### src/rtl/chr_band_sequencer.sv
`default_nettype none
// ============================================================================
//  Module   : chr_band_sequencer
//  Purpose  : Snoops the PPU fetch stream to track scanline and tile position.
//             Switches the CHR band at fixed scanline boundaries, so that each
//             horizontal band of the screen draws from its own CHR bank.
//             A double-buffer selector is latched only at vblank.
//  Revision : 1.0  initial release
// ----------------------------------------------------------------------------
//  Ports
//    clk          in   system clock, all state updates on rising edge
//    reset_n      in   asynchronous active-low reset
//    ppu_rd_n     in   PPU read strobe (synchronised)
//    ppu_addr     in   PPU address [13:0] (synchronised)
//    frame_start  in   one-cycle vblank pulse
//    buffer_sel   in   next buffer to display
//    buffer_req   in   one-cycle pulse posting buffer_sel
//    chr_addr     out  {cur_buffer, band, ppu_addr[11:0]}, zero-extended
//    band         out  current CHR band
//    scanline     out  current scanline count (saturating)
//    cur_buffer   out  buffer being displayed
//    frame_done   out  one-cycle pulse when all bands have been traversed
//    req_overrun  out  sticky: a posted request was overwritten
// ============================================================================
module chr_band_sequencer #(
    parameter int BANDS          = 4,
    parameter int LINES_PER_BAND = 64,
    parameter int SWITCH_TILE    = 40,
    parameter int FETCH_MATCH    = 4,
    parameter int BUF_BITS       = 1,
    parameter int ADDR_BITS      = 18
) (
    input  logic                       clk,
    input  logic                       reset_n,
    input  logic                       ppu_rd_n,
    input  logic [13:0]                ppu_addr,
    input  logic                       frame_start,
    input  logic [BUF_BITS-1:0]        buffer_sel,
    input  logic                       buffer_req,
    output logic [ADDR_BITS-1:0]       chr_addr,
    output logic [$clog2(BANDS)-1:0]   band,
    output logic [7:0]                 scanline,
    output logic [BUF_BITS-1:0]        cur_buffer,
    output logic                       frame_done,
    output logic                       req_overrun
);

    localparam int c_BAND_BITS   = $clog2(BANDS);
    localparam int c_LPB_SHIFT   = $clog2(LINES_PER_BAND);
    localparam int c_FRAME_LINES = BANDS * LINES_PER_BAND;
    // The scanline counter saturates at 255, so a frame taller than that
    // completes when saturation is reached.
    localparam logic [7:0] c_DONE_LINE = (c_FRAME_LINES > 255) ? 8'd255 : 8'(c_FRAME_LINES);
    localparam logic [7:0] c_LPB_MASK  = 8'(LINES_PER_BAND - 1);
    localparam logic [2:0] c_MATCH_MAX = 3'(FETCH_MATCH - 1);
    localparam logic [5:0] c_TILE_MAX  = 6'd63;

    logic                   r_prev_rd_n;
    logic [2:0]             r_match;
    logic [7:0]             r_scanline;
    logic [5:0]             r_tile;
    logic [c_BAND_BITS-1:0] r_band;
    logic                   r_last_a13;
    logic                   r_frame_done;
    logic [BUF_BITS-1:0]    r_cur_buffer;
    logic [BUF_BITS-1:0]    r_pending;
    logic                   r_pend_valid;
    logic                   r_req_overrun;

    logic       w_fetch;
    logic       w_nt;
    logic       w_line_end;
    logic       w_tile_step;
    logic [7:0] w_scan_next;
    logic [7:0] w_band_idx;
    logic       w_on_boundary;
    logic       w_band_switch;

    // A fetch is the falling edge of the read strobe; the address is taken
    // in the same cycle the strobe is first seen low.
    assign w_fetch     = r_prev_rd_n & ~ppu_rd_n;
    assign w_nt        = (ppu_addr[13:12] == 2'b10);
    // A run of FETCH_MATCH back-to-back nametable fetches only happens at the
    // end-of-line garbage fetches, which marks the scanline boundary.
    assign w_line_end  = w_fetch & w_nt & (r_match == c_MATCH_MAX);
    // Each tile is one pattern-table access after nametable: an A13 fall.
    assign w_tile_step = w_fetch & r_last_a13 & ~ppu_addr[13];
    assign w_scan_next = (r_scanline == 8'hFF) ? 8'hFF : r_scanline + 8'd1;

    assign w_band_idx    = r_scanline >> c_LPB_SHIFT;
    assign w_on_boundary = ((r_scanline & c_LPB_MASK) == 8'd0) && (r_scanline != 8'd0);
    // Scanline only grows within a frame, so the band index is monotonic and
    // the BANDS bound stops it from ever wrapping.
    assign w_band_switch = w_fetch & ~r_last_a13 & ppu_addr[13]
                         & (r_tile == 6'(SWITCH_TILE))
                         & w_on_boundary
                         & (w_band_idx < 8'(BANDS));

    // Position tracking: frame_start wins over a fetch in the same cycle.
    always_ff @(posedge clk or negedge reset_n) begin
        if (!reset_n) begin
            r_prev_rd_n  <= 1'b1;
            r_match      <= 3'd0;
            r_scanline   <= 8'd0;
            r_tile       <= 6'd0;
            r_band       <= '0;
            r_last_a13   <= 1'b0;
            r_frame_done <= 1'b0;
        end else begin
            r_prev_rd_n  <= ppu_rd_n;
            r_frame_done <= 1'b0;
            if (frame_start) begin
                r_match    <= 3'd0;
                r_scanline <= 8'd0;
                r_tile     <= 6'd0;
                r_band     <= '0;
                r_last_a13 <= 1'b0;
            end else if (w_fetch) begin
                r_last_a13 <= ppu_addr[13];
                if (!w_nt) begin
                    r_match <= 3'd0;
                end else if (r_match != c_MATCH_MAX) begin
                    r_match <= r_match + 3'd1;
                end
                if (w_line_end) begin
                    r_scanline <= w_scan_next;
                    r_tile     <= 6'd0;
                    if ((w_scan_next == c_DONE_LINE) && (r_scanline != c_DONE_LINE)) begin
                        r_frame_done <= 1'b1;
                    end
                end else if (w_tile_step && (r_tile != c_TILE_MAX)) begin
                    r_tile <= r_tile + 6'd1;
                end
                if (w_band_switch) begin
                    r_band <= w_band_idx[c_BAND_BITS-1:0];
                end
            end
        end
    end

    // Buffer selection: requests are held until vblank so the displayed
    // buffer never changes mid-frame.
    always_ff @(posedge clk or negedge reset_n) begin
        if (!reset_n) begin
            r_cur_buffer  <= '0;
            r_pending     <= '0;
            r_pend_valid  <= 1'b0;
            r_req_overrun <= 1'b0;
        end else begin
            if (frame_start) begin
                r_pend_valid <= 1'b0;
                if (buffer_req) begin
                    r_cur_buffer <= buffer_sel;
                end else if (r_pend_valid) begin
                    r_cur_buffer <= r_pending;
                end
            end else if (buffer_req) begin
                r_pending    <= buffer_sel;
                r_pend_valid <= 1'b1;
                if (r_pend_valid) begin
                    r_req_overrun <= 1'b1;
                end
            end
        end
    end

    assign chr_addr    = ADDR_BITS'({r_cur_buffer, r_band, ppu_addr[11:0]});
    assign band        = r_band;
    assign scanline    = r_scanline;
    assign cur_buffer  = r_cur_buffer;
    assign frame_done  = r_frame_done;
    assign req_overrun = r_req_overrun;

endmodule
`default_nettype wire

### config.mk
export PLATFORM = sky130hd
export DESIGN_NAME = chr_band_sequencer
export DESIGN_NICKNAME = d
export VERILOG_FILES = /design/src/rtl/chr_band_sequencer.sv
export SDC_FILE = /design/constraint.sdc
export NUM_CORES = 1
export LEC_CHECK = 0
export ABC_AREA = 1
export BUFFER_PORTS_ARGS = -buffer_cell sky130_fd_sc_hd__buf_2
export CORE_MARGIN = 2
export CORE_UTILIZATION = 51
export DETAILED_ROUTE_END_ITERATION = 8
export PLACE_DENSITY = 0.86
export SYNTH_ARGS = -nofsm -noshare
export SYNTH_HDL_FRONTEND = slang
export SYNTH_SLANG_ARGS = --single-unit
### constraint.sdc
create_clock -name clk -period 2.29 [get_ports clk]
set_clock_uncertainty 0.1 [all_clocks]
set_input_delay 0.3435 -clock clk [delete_from_list [all_inputs] [get_ports clk]]
set_output_delay 0.3435 -clock clk [all_outputs]
set_load 0.02 [all_outputs]
; ---- Word-level counts from Yosys, hierarchy flattened
; Index checks and enable logic that the tools add are counted.
[totals]
register_bits = 26
inputBits = 20
output_inout_bits = 31
elab_cells = 81
[classes]
n_addsub = 3
order_cmp = 1
n_eq_ne = 9
mux = 25
bitwise_logic = 14
reduce_logical = 18
[ops]
columns = operator, count
row1 = 2-to-1 mux 8 bit, 4
row2 = 2-to-1 mux 6 bit, 4
row3 = "== test 8 bit, second input constant", 2
row4 = 2-to-1 mux 3 bit, 4
row5 = AND reduction 2 bit, 6
row6 = AND 1 bit, 10
row7 = 2-to-1 mux 1 bit, 10
row8 = nonzero test 2 bit, 5
row9 = "adder 8 x 1 -> 8 bit, second input constant", 1
row10 = zero test 8 bit, 1
row11 = "!= test 8 bit, second input constant", 1
row12 = nonzero test 8 bit, 1
row13 = "adder 6 x 1 -> 6 bit, second input constant", 1
row14 = "== test 6 bit, second input constant", 1
row15 = 2-to-1 mux 2 bit, 3
row16 = "!= test 3 x 2 -> 1 bit, second input constant", 2
row17 = "!= test 6 bit, second input constant", 1
row18 = NOT 1 bit, 4
row19 = "adder 3 x 1 -> 3 bit, second input constant", 1
row20 = "== test 3 x 2 -> 1 bit, second input constant", 1
row21 = logical AND 1 bit, 3
row22 = "< comparator 2 x 3 -> 1 bit, second input constant", 1
row23 = AND reduction 3 bit, 1
row24 = nonzero test 3 bit, 1
row25 = "== test 2 bit, second input constant", 1

; ---- Logic depth before layout (Yosys ltp)
; Gate-level depths: netlist of run 1.
[logic_depth]
ltp_word = 10
mapped_depth = 10
depth_no_buf = 10

; ---- Worst setup path before layout of run 1
; Ideal clock, no wire load.
[synth_timing]
path_type = reg-to-reg
from = reg r_match[0]
to = reg r_tile[4]
setup_ns = 0.118
arrival_ns = 1.391
required_ns = 2.072
slack_ns = 0.681
path_stages_with_launch = 9
n_path_buf = 0
period_less_slack_ns = 1.609
path_cell_list = dfrtp_1 > ha_1 > ha_1 > nand3_1 > nand2_2 > nor2_4 > inv_4 > nand2_1 > o21ai_2
[synth_via]
elab_chain_cells = 5
word_cells_on_any_way = 7
cone_classes = eq/ne (1) / mux (3) / bitwise (1) / reduce/logical (2)
[synth_lines]
columns = item, line
row1 = start: declaration, 59  ; logic [2:0] r_match;
row2 = start signal: assignment, 123  ; r_match <= r_match + 3'd1;
row3 = == test 3 x 2 -> 1 bit *, 85  ; assign w_line_end = w_fetch & w_nt & (r_match == c_MATCH_MAX);
row4 = AND 1 bit *, 85
row5 = 2-to-1 mux 6 bit, 125  ; if (w_line_end) begin
row6 = 2-to-1 mux 6 bit, 118  ; end else if (w_fetch) begin
row7 = 2-to-1 mux 6 bit, 112  ; if (frame_start) begin
row8 = end signal: assignment, 132  ; r_tile <= r_tile + 6'd1;
row9 = end: declaration, 61  ; logic [5:0] r_tile;
; Every way passes the cells marked *; elsewhere a longest branch is shown, timed or not. The select of a mux whose other input is x is not followed.
; A chain may end at the register's enable or synchronous reset.

; ---- Worst setup path after layout of run 1
[layout_timing]
from = in ppu_rd_n
to = reg r_tile[5]
[layout_via]
elab_chain_cells = 7
word_cells_on_any_way = 13
cone_classes = mux (3) / bitwise (6) / reduce/logical (4)
[layout_lines]
columns = item, line
row1 = start: declaration, 35  ; input logic ppu_rd_n,
row2 = NOT 1 bit *, 81  ; assign w_fetch = r_prev_rd_n & ~ppu_rd_n;
row3 = AND 1 bit *, 81
row4 = "AND 1 bit, on equally long branches (2 in series)", "85, 87"
row5 = 2-to-1 mux 6 bit or logical AND 1 bit (tied branches), "125, 131"
row6 = 2-to-1 mux 6 bit or nonzero test 3 bit (tied branches), -
row7 = 2-to-1 mux 6 bit or AND reduction 2 bit (tied branches), -
; Marked as above.

==> results.py, run 1 <==
metrics = {
    "power": {
        "intPower_mw": 0.5914,
        "power_frac_seq_pct": 60.2,
        "p_sw_mw": 0.1990,
        "fin_total_pwr_mw": 0.7903,
        "power.density_mw_per_mm2": 446.1,
        "clockPowerShare_pct": 30.1,
        "switching_share_pct": 25.18,
        "power.leakage_nw": 0.9047,
        "ir_drop_mv": 0.2585,
        "p_comb_share_pct": 9.7,
    },
    "layout": {
        "mostFrequentLayoutCells": "43 x nand2_1, 25 x inv_1, 25 x dfrtp_1, 23 x buf_2, 16 x nor2_1",
        "final_cells": 267,
        "mostFrequentLayoutCell": "nand2_1",
        "insertedDiodeCount": 0,
        "drive_gt1_share_pct": 24.22,
        "syn2layout_area_growth_pct": 5.909,
        "nNetsFinal": 250,
        "postLayoutCoreUtil_pct": 57.56,
        "final_cell_area_mm2": 0.001772,
    },
    "worst_hold_path": {
        "min-delay-start": "buffer_sel",
        "min_path_type": "input pin to register",
    },
    "grt": {
        "grtUsageMet1_pct": 24.40,
        "met3_usage_pct": 2.731,
        "grt_start_max_net_pins": 27,
        "met2_usage_pct": 32.37,
        "grt_antenna_before_repair": 0,
        "grt_busiest_layer": "met2",
        "grt.overflow.total": 0,
        "gr-usage-all-layers_pct": 19.02,
        "grt_first_pass_wirelength_um": 5326,
        "grt_pass1_vias": 1256,
    },
    "worst_setup_path": {
        "r2r_end": "r_tile[5]",
        "start_kind": "input pin",
        "worst_setup_path_end_kind": "register",
        "r2r_start": "r_match[0]",
        "startpoint": "ppu_rd_n",
        "setup.worst_path.end": "r_tile[5]",
        "arrival_ns": 1.96,
        "path_class": "input pin to register",
        "crit_fanout": 9,
        "r2r_setup_slack_ns": 0.47,
        "ff2ff_path_depth": 7,
        "worstPathRequired_ns": 2.43,
    },
    "cts": {
        "h-tree-depth": 1,
        "cts_tree": "built",
        "clock_latency_ns": 0.33,
        "root_buffer": "clkbuf_4",
        "clockBufferDepth": 2,
        "cts_setup_buffers": 0,
        "clkTransAtPathRegs_ns": 0.14,
        "cts_buffers": 3,
        "clock_sinks": 26,
    },
    "route": {
        "routed_wl_um": 3092,
        "ant_nets": 0,
        "drc_errors": 0,
        "first_pass_iters": 4,
        "wl_per_cell_um": 11.58,
        "drtIter0Drc": 64,
        "vias": 1328,
        "vias_per_cell": 4.974,
    },
    "synth": {
        "ys.flop_type": "dfrtp_1",
        "synth_warnings": 0,
        "synth_seq_cells": 26,
        "ys_seq_area_share_pct": 38.97,
        "syn_area_per_cell_um2": 7.966,
        "ys_async_sr_fraction_pct": 100.0,
        "synth.distinct_cells": 31,
        "syn_inst": 210,
        "syn-cell-area_mm2": 0.001673,
        "synth_edf_count": 0,
    },
    "placed_design": {
        "placed_cell_area_mm2": 0.001715,
        "gp_congestion": 0.8579,
        "port_buffers": 23,
        "placedCellCount": 261,
        "hpwlAfterDp_um": 2339,
    },
    "sta": {
        "slew-limit-headroom_pct": 62.28,
        "worstMarginPinSlew_ns": 0.5658,
        "layout_min_cycle_time_ns": 1.819,
        "setup_tns_ns": 0,
        "period_share_pct": 79.44,
        "hold_viol": 0,
        "finalSetupViolations": 0,
        "rsz0062_at_grt": "no",
        "timing.fmax_ghz": 0.5497,
        "drv_slew": 0,
    },
    "die": {
        "fp.dieW_um": 61.27,
        "row_count": 20,
        "dieHeight_um": 61.27,
        "pin_count": 51,
        "start_util_pct": 54.35,
        "fp.coreArea_mm2": 0.003078,
        "design.die.area_mm2": 0.003754,
    },
    "status": {
        "status": "finished clean",
    },
    "run": {
        "cap_viol_max_count": 0,
    },
}
[area by class of cell]
| cell class | instances | area (um2) |
|---|---|---|
| multi-input cells | 137 | 774.5 |
| well taps | 44 | 55.05 |
| fillers | 288 | 1306 |
| clock buffers | 4 | 36.28 |
| flip-flops and latches | 26 | 651.9 |
| inverters | 31 | 118.9 |
| repair buffers | 25 | 135.1 |
[per-stage QoR]
stage | hold WS [ns] | worst slack, ns
2_1_floorplan | -0.05209 | 0.6805
3_3_place_gp | 0.2732 | 0.5883
3_5_place_dp | 0.2748 | 0.5309
4_1_cts | 0.0005526 | 0.5057
5_1_grt | 0.1456 | 0.3110
6_report | 0.1502 | 0.4709
[what timing repair did]
item,4_1_cts,5_1_grt
gates resized for setup,0,0
hold endpoints to repair,25,1
hold buffers,1,1
[how the worst min path moves through the flow]
stage | to | slack (ns) | cells past startpoint
after floorplan | band[0] | -0.05 | 0
after global placement | r_match[0] | 0.27 | 1
after detailed placement | r_match[1] | 0.27 | 1
after CTS | r_prev_rd_n | 0.0006 | 1
after global routing | r_pending | 0.15 | 2
final | r_pending | 0.15 | 2
[logic make-up (layout without fill, tap and decap cells)]
logic type / after synthesis / count (layout) / share of synthesized area [%]
AND/OR/NAND/NOR: 94 / 94 / 27.52
buffers and inverters: 49 / 60 / 15.18
AO/OA/AOI/OAI: 27 / 27 / 9.724
flip-flops: 26 / 26 / 38.97
adder cells (fa/ha/maj): 6 / 6 / 4.488
XOR/XNOR: 5 / 5 / 2.618
multiplexers: 2 / 2 / 1.271
other: 1 / 3 / 0.2242
[critical path, stage by stage]
cell and delay, ns:
dlygate4sd3_1 0.54, buf_2 0.13, inv_1 0.08, nand2_4 0.07, inv_2 0.08, nand3_1 0.16
nand2_2 0.22, nor2_4 0.09, o21ai_0 0.24
[power groups by stage]
stage               logic [mW]  registers, mW  clock network [mW]
global route            0.0880          0.478               0.256
finish                  0.0770          0.476               0.238
CTS                     0.0766          0.476               0.238
floorplan               0.0792          0.488                   0
global placement        0.0738          0.484                   0
detailed placement      0.0754          0.484                   0
[sequential cells by signal (all words and copies together) (netlist names)]
name	cells
frame_done	1
r_pend_valid	1
r_tile	6
band	2
r_prev_rd_n	1
cur_buffer	1
r_match	3
req_overrun	1
r_last_a13	1
scanline	8
r_pending	1
[Yosys cell counts (2+ instances only)]
master,number,area (um2)
nand2_2,6,37.54
a21oi_1,3,15.01
dfrtp_1,25,625.6
o21ai_2,5,43.79
o21ai_0,15,75.07
ha_1,6,75.07
nand3_1,15,75.07
inv_2,4,15.01
nand2_1,43,161.4
xor2_1,4,35.03
inv_1,25,93.84
nor2_1,16,60.06
nor2_4,3,33.78
nor3_1,3,15.01
nand2_4,2,22.52
buf_4,18,135.1
nand4_1,3,18.77
[per-layer routing]
metal | wire, um | vias to the layer above
li1 | - | 675
met5 | 0 | -
met4 | 38 | 0
met2 | 1455 | 37
met1 | 1453 | 611
met3 | 144 | 5
Note: power is estimated with default switching activity, not from simulation.
==> run 2, diff against run 1 <==
- ABC_AREA: 1 -> 0
- clock period: 2.29 -> 1.8 ns (I/O delays scaled with it)
==> results.py, run 2 <==
metrics = {
    "worst_setup_path": {
        "worstPathRequired_ns": 1.91,
        "start_kind": "input pin",
        "r2r_start": "r_match[0]",
        "r2r_setup_slack_ns": 0.05,
        "worst_setup_path_end_kind": "register",
        "arrival_ns": 1.91,
        "startpoint": "ppu_rd_n",
        "r2r_end": "scanline[5]",
        "setup.worst_path.end": "band[1]",
        "ff2ff_path_depth": 6,
        "crit_fanout": 6,
        "path_class": "input pin to register",
    },
    "synth": {
        "ys.flop_type": "dfrtp_1",
        "syn_area_per_cell_um2": 9.795,
        "yosys-top-cells-area": "dfrtp_1 36%, buf_4 7.9%, ha_1 4.4%",
        "synthAdderAreaFrac_pct": 4.380,
        "synth.top_cells.by_count": "25 x dfrtp_1, 18 x buf_4, 13 x nand2_1",
        "synth_most_common_cell": "dfrtp_1",
        "yosys.area_share.simple_pct": 23.21,
        "synth_edf_count": 0,
        "synth.distinct_cells": 51,
        "syn-cell-area_mm2": 0.001714,
        "synth_warnings": 0,
        "synth_xor_area_share_pct": 1.533,
        "yosysTopAreaCell": "dfrtp_1",
        "synth_seq_cells": 26,
        "syn_inst": 175,
        "ys_async_sr_fraction_pct": 100.0,
        "synth_top_family_by_area": "simple AND/OR/NAND/NOR gates",
        "synth.area.mux_share_pct": 2.117,
        "ys_seq_area_share_pct": 38.03,
        "synth-compound-area-share_pct": 18.10,
        "synth_top_cell_area_share_pct": 36.50,
    },
    "sta": {
        "drv_slew": 0,
        "hold_viol": 0,
        "period_share_pct": 99.77,
        "worstMarginPinSlew_ns": 0.5679,
        "layout_min_cycle_time_ns": 1.796,
        "timing.fmax_ghz": 0.5568,
        "finalSetupViolations": 0,
        "slew-limit-headroom_pct": 62.14,
    },
    "cts": {
        "clkTransAtPathRegs_ns": 0.14,
        "cts_tree": "built",
        "clock_sinks": 26,
        "clockBufferDepth": 2,
        "h-tree-depth": 1,
        "root_buffer": "clkbuf_4",
        "cts_buffers": 3,
        "clock_latency_ns": 0.32,
    },
    "route": {
        "drtIter0Drc": 103,
        "ant_nets": 0,
        "vias": 1320,
        "routed_wl_um": 3216,
        "drc_errors": 0,
        "wl_per_cell_um": 13.69,
        "first_pass_iters": 4,
        "vias_per_cell": 5.617,
    },
    "power": {
        "power.leakage_nw": 0.8393,
        "ir_drop_mv": 0.5212,
        "power.density_mw_per_mm2": 530.4,
        "fin_total_pwr_mw": 0.9676,
    },
    "die": {
        "fp.dieW_um": 61.98,
        "pin_count": 51,
        "start_util_pct": 52.19,
        "fp.coreArea_mm2": 0.003284,
        "row_count": 21,
        "dieHeight_um": 61.98,
        "design.die.area_mm2": 0.003841,
    },
    "layout": {
        "fillers": 283,
        "final_cell_area_mm2": 0.001824,
        "mostFrequentLayoutCells": "25 x dfrtp_1, 23 x buf_2, 13 x nand2_1, 10 x o21ai_0",
        "drive_gt1_share_pct": 26.46,
        "largest_reg_flops": 8,
        "mostFrequentLayoutCell": "dfrtp_1",
        "syn2layout_area_growth_pct": 6.423,
        "nNetsFinal": 216,
        "insertedDiodeCount": 0,
        "final_cells": 235,
    },
    "placed_design": {
        "placedCellCount": 228,
        "gp_congestion": 0.9563,
        "port_buffers": 23,
        "hpwlAfterDp_um": 2323,
        "placed_cell_area_mm2": 0.001753,
    },
    "grt": {
        "grt_first_pass_wirelength_um": 4995,
        "grt.overflow.total": 0,
        "grt_pass1_vias": 1103,
        "grt_start_max_net_pins": 27,
        "gr-usage-all-layers_pct": 17.31,
        "grt_antenna_before_repair": 0,
    },
    "status": {
        "status": "finished clean",
    },
    "worst_hold_path": {
        "min_path_type": "input pin to register",
    },
    "run": {
        "cap_viol_max_count": 0,
    },
}
[run 2: cell count changes in the layout (fill, tap and decap cells not counted), sizes merged, moves of 4 or more]
cell	previous run	this run
nand2	51	13
inv	30	9
nand3	16	6
nor2	19	9
o21ai	20	12
buf	23	29
a22o	0	5
nand3b	0	4
[run 2: logic make-up after synthesis]
family | Yosys count
multiplexers | 3
buffers and inverters | 32
adder cells (fa/ha/maj) | 6
XOR/XNOR | 3
other | 1
flip-flops | 26
AND/OR/NAND/NOR | 61
AO/OA/AOI/OAI | 43
[run 2: area by class of cell]
type                       count  area, um2  area share [%]
inverter                       9      33.78           1.852
tap                           46      57.56           3.155
clock buffer                   4      26.28           1.440
sequential                    26      651.9           35.73
timing repair buffer          31      180.2           9.877
multi-input combinational    119      874.6           47.94
[run 2: worst min-delay path by stage]
| stage | slack (ns) | end | cells past startpoint | start |
|---|---|---|---|---|
| 6_report | 0.1 | r_pending | 2 | buffer_sel |
| 5_1_grt | 0.07 | r_pending | 2 | buffer_sel |
| 4_1_cts | 0.09 | r_pending | 2 | buffer_sel |
| 3_5_place_dp | 0.20 | scanline[6] | 1 | reset_n |
| 3_3_place_gp | 0.19 | scanline[6] | 1 | reset_n |
| 2_1_floorplan | -0.13 | band[0] | 0 | reset_n |
[run 2: through the flow]
step | util (%) | setup WS (ns) | hold WS (ns) | setup TNS [ns]
floorplan | - | 0.02810 | -0.1256 | 0
finish | 55.54 | 0.004162 | 0.09764 | 0
global route | 55.54 | -0.02643 | 0.07419 | -0.04708
CTS | 54.97 | 0.01458 | 0.08611 | 0
global placement | 53.37 | 0.1198 | 0.1888 | 0
detailed placement | 53.37 | 0.04402 | 0.1970 | 0
[run 2: critical path, stage by stage]
cell	delay [ns]
dlygate4sd3_1	0.53
buf_2	0.16
nand4b_1	0.21
or4_1	0.52
o21ai_1	0.15
a21oi_1	0.08
[run 2: where the power goes]
part	switching [mW]	internal [mW]
clock network	0.165	0.0867
logic	0.0645	0.0459
registers	0.00908	0.597
[run 2: per-layer routing]
metal  global-route usage, %  up-vias  wire length [um]
li1                        -      642                 -
met5                       0        -                 0
met3                   3.727        6               164
met2                   26.34       48              1534
met1                   25.45      624              1498
met4                   3.343        0                18
[run 2: what timing repair did]
| action | in CTS | in global routing |
|---|---|---|
| hold buffers | 2 | 0 |
| pin swaps | 0 | 0 |
| setup endpoints to repair | 1 | 10 |
| resized for setup | 1 | 3 |
| setup buffers | 0 | 1 |
| endpoints found under the hold margin | 26 | 0 |
==> run 3, diff against run 2 <==
- clock period: 1.8 -> 1.85 ns (I/O delays scaled with it)
==> results.py, run 3 (synthesis results as in run 2) <==
metrics = {
    "sta": {
        "period_share_pct": 95.67,
        "timing.fmax_ghz": 0.5650,
        "setup_tns_ns": 0,
        "finalSetupViolations": 0,
        "layout_min_cycle_time_ns": 1.770,
        "hold_viol": 0,
        "rsz0062_at_grt": "no",
        "worstMarginPinSlew_ns": 0.5605,
        "fin_ws_ns": 0.08008,
        "hold_slack_ns": 0.09883,
        "drv_slew": 0,
        "slew-limit-headroom_pct": 62.63,
    },
    "grt": {
        "gr-usage-all-layers_pct": 16.93,
        "grt_antenna_before_repair": 0,
        "grt_pass1_vias": 1125,
        "grt.overflow.total": 0,
        "grt_start_max_net_pins": 27,
        "grt_first_pass_wirelength_um": 4933,
    },
    "power": {
        "power.leakage_nw": 0.8342,
        "ir_drop_mv": 0.3702,
        "power.density_mw_per_mm2": 542.4,
        "fin_total_pwr_mw": 0.9833,
    },
    "route": {
        "vias": 1341,
        "first_pass_iters": 4,
        "wl_per_cell_um": 13.56,
        "drtIter0Drc": 89,
        "routed_wl_um": 3159,
        "drc_errors": 0,
        "vias_per_cell": 5.755,
        "ant_nets": 0,
    },
    "layout": {
        "postLayoutCoreUtil_pct": 55.20,
        "syn2layout_area_growth_pct": 5.766,
        "mostFrequentLayoutCell": "dfrtp_1",
        "insertedDiodeCount": 0,
        "nNetsFinal": 214,
        "largest_reg_flops": 8,
        "final_cells": 233,
        "mostFrequentLayoutCells": "25 x dfrtp_1, 23 x buf_2, 13 x nand2_1, 10 x o21ai_0",
        "drive_gt1_share_pct": 25.67,
        "final_cell_area_mm2": 0.001813,
    },
    "worst_setup_path": {
        "worst_setup_path_end_kind": "register",
        "path_class": "register to register",
        "arrival_ns": 1.90,
        "slowest_stage": "dfrtp_1",
        "critPathMaxStageDelay_ns": 0.41,
        "start_kind": "register",
        "crit_fanout": 8,
        "worstPathRequired_ns": 1.98,
        "path_cells": "ha_1, ha_2, nand3b_4, o21bai_4, a21bo_1, a22o_1",
    },
    "status": {
        "status": "finished clean",
    },
    "cts": {
        "clockBufferDepth": 2,
        "cts_buffers": 3,
        "clock_sinks": 26,
        "cts_tree": "built",
        "clkTransAtPathRegs_ns": 0.14,
        "clock_latency_ns": 0.32,
        "root_buffer": "clkbuf_4",
        "h-tree-depth": 1,
    },
    "die": {
        "dieHeight_um": 61.98,
        "fp.dieW_um": 61.98,
        "design.die.area_mm2": 0.003841,
        "fp.coreArea_mm2": 0.003284,
        "row_count": 21,
        "pin_count": 51,
        "start_util_pct": 52.19,
    },
    "worst_hold_path": {
        "min_path_type": "input pin to register",
    },
    "placed_design": {
        "placedCellCount": 226,
        "placed_cell_area_mm2": 0.001738,
        "port_buffers": 23,
        "place_ws_ns": 0.06331,
        "hpwlAfterDp_um": 2354,
        "gp_congestion": 0.8741,
    },
    "run": {
        "cap_viol_max_count": 0,
    },
}
-- run 3: cell types whose count changed in the layout (fill, tap and decap cells not counted) --
cell / before / now
buf_4: 6 / 4
clkbuf_1: 1 / 0
clkbuf_8: 0 / 1
nor4b_1: 2 / 3
nor4b_2: 1 / 0
-- run 3: area by class of cell --
class,count,area [um2]
multi-input combinational,119,868.3
sequential,26,651.9
inverter,9,33.78
tap,46,57.56
clock buffer,4,36.28
fill,281,1471
timing repair buffer,29,165.2
-- run 3: worst paths after layout --
| check | start | endpoint | slack, ns | cells after the start |
|---|---|---|---|---|
| min in group asynchronous | reset_n | scanline[6] | 0.35 | 2 |
| hold reg to reg | req_overrun | req_overrun | 0.37 | 1 |
| setup / recovery | r_match[1] | scanline[4] | 0.08 | 6 |
| hold / removal | buffer_sel | r_pending | 0.1 | 2 |
| max in group asynchronous | reset_n | r_prev_rd_n | 0.91 | 2 |
| setup reg to reg | r_match[1] | scanline[4] | 0.08 | 6 |
-- run 3: report_power, final --
part           total, mW  switching, mW  internal, mW
registers          0.589        0.00882         0.581
clock network      0.288          0.167         0.120
logic              0.106         0.0634        0.0428
-- run 3: layer usage --
layer  up-vias  global-route usage [%]  routed length (um)
li1        637                       -                   -
met1       651                   23.67                1429
met2        45                   26.64                1518
met3         8                   4.141                 174
met4         0                   3.647                  36
met5         -                       0                   0
-- run 3: worst max-delay path, delay by kind of cell (launching register included) --
| kind | cells | cell delay [ns] |
|---|---|---|
| AO/OA/AOI/OAI | 3 | 0.63 |
| flip-flops | 1 | 0.41 |
| adder cells (fa/ha/maj) | 2 | 0.41 |
| AND/OR/NAND/NOR | 1 | 0.13 |
-- run 3: what timing repair did --
item,in CTS,in global routing
endpoints found under the setup margin,0,4
setup buffers,0,1
endpoints found under the hold margin,26,0
hold buffers,2,0
resized for setup,0,3
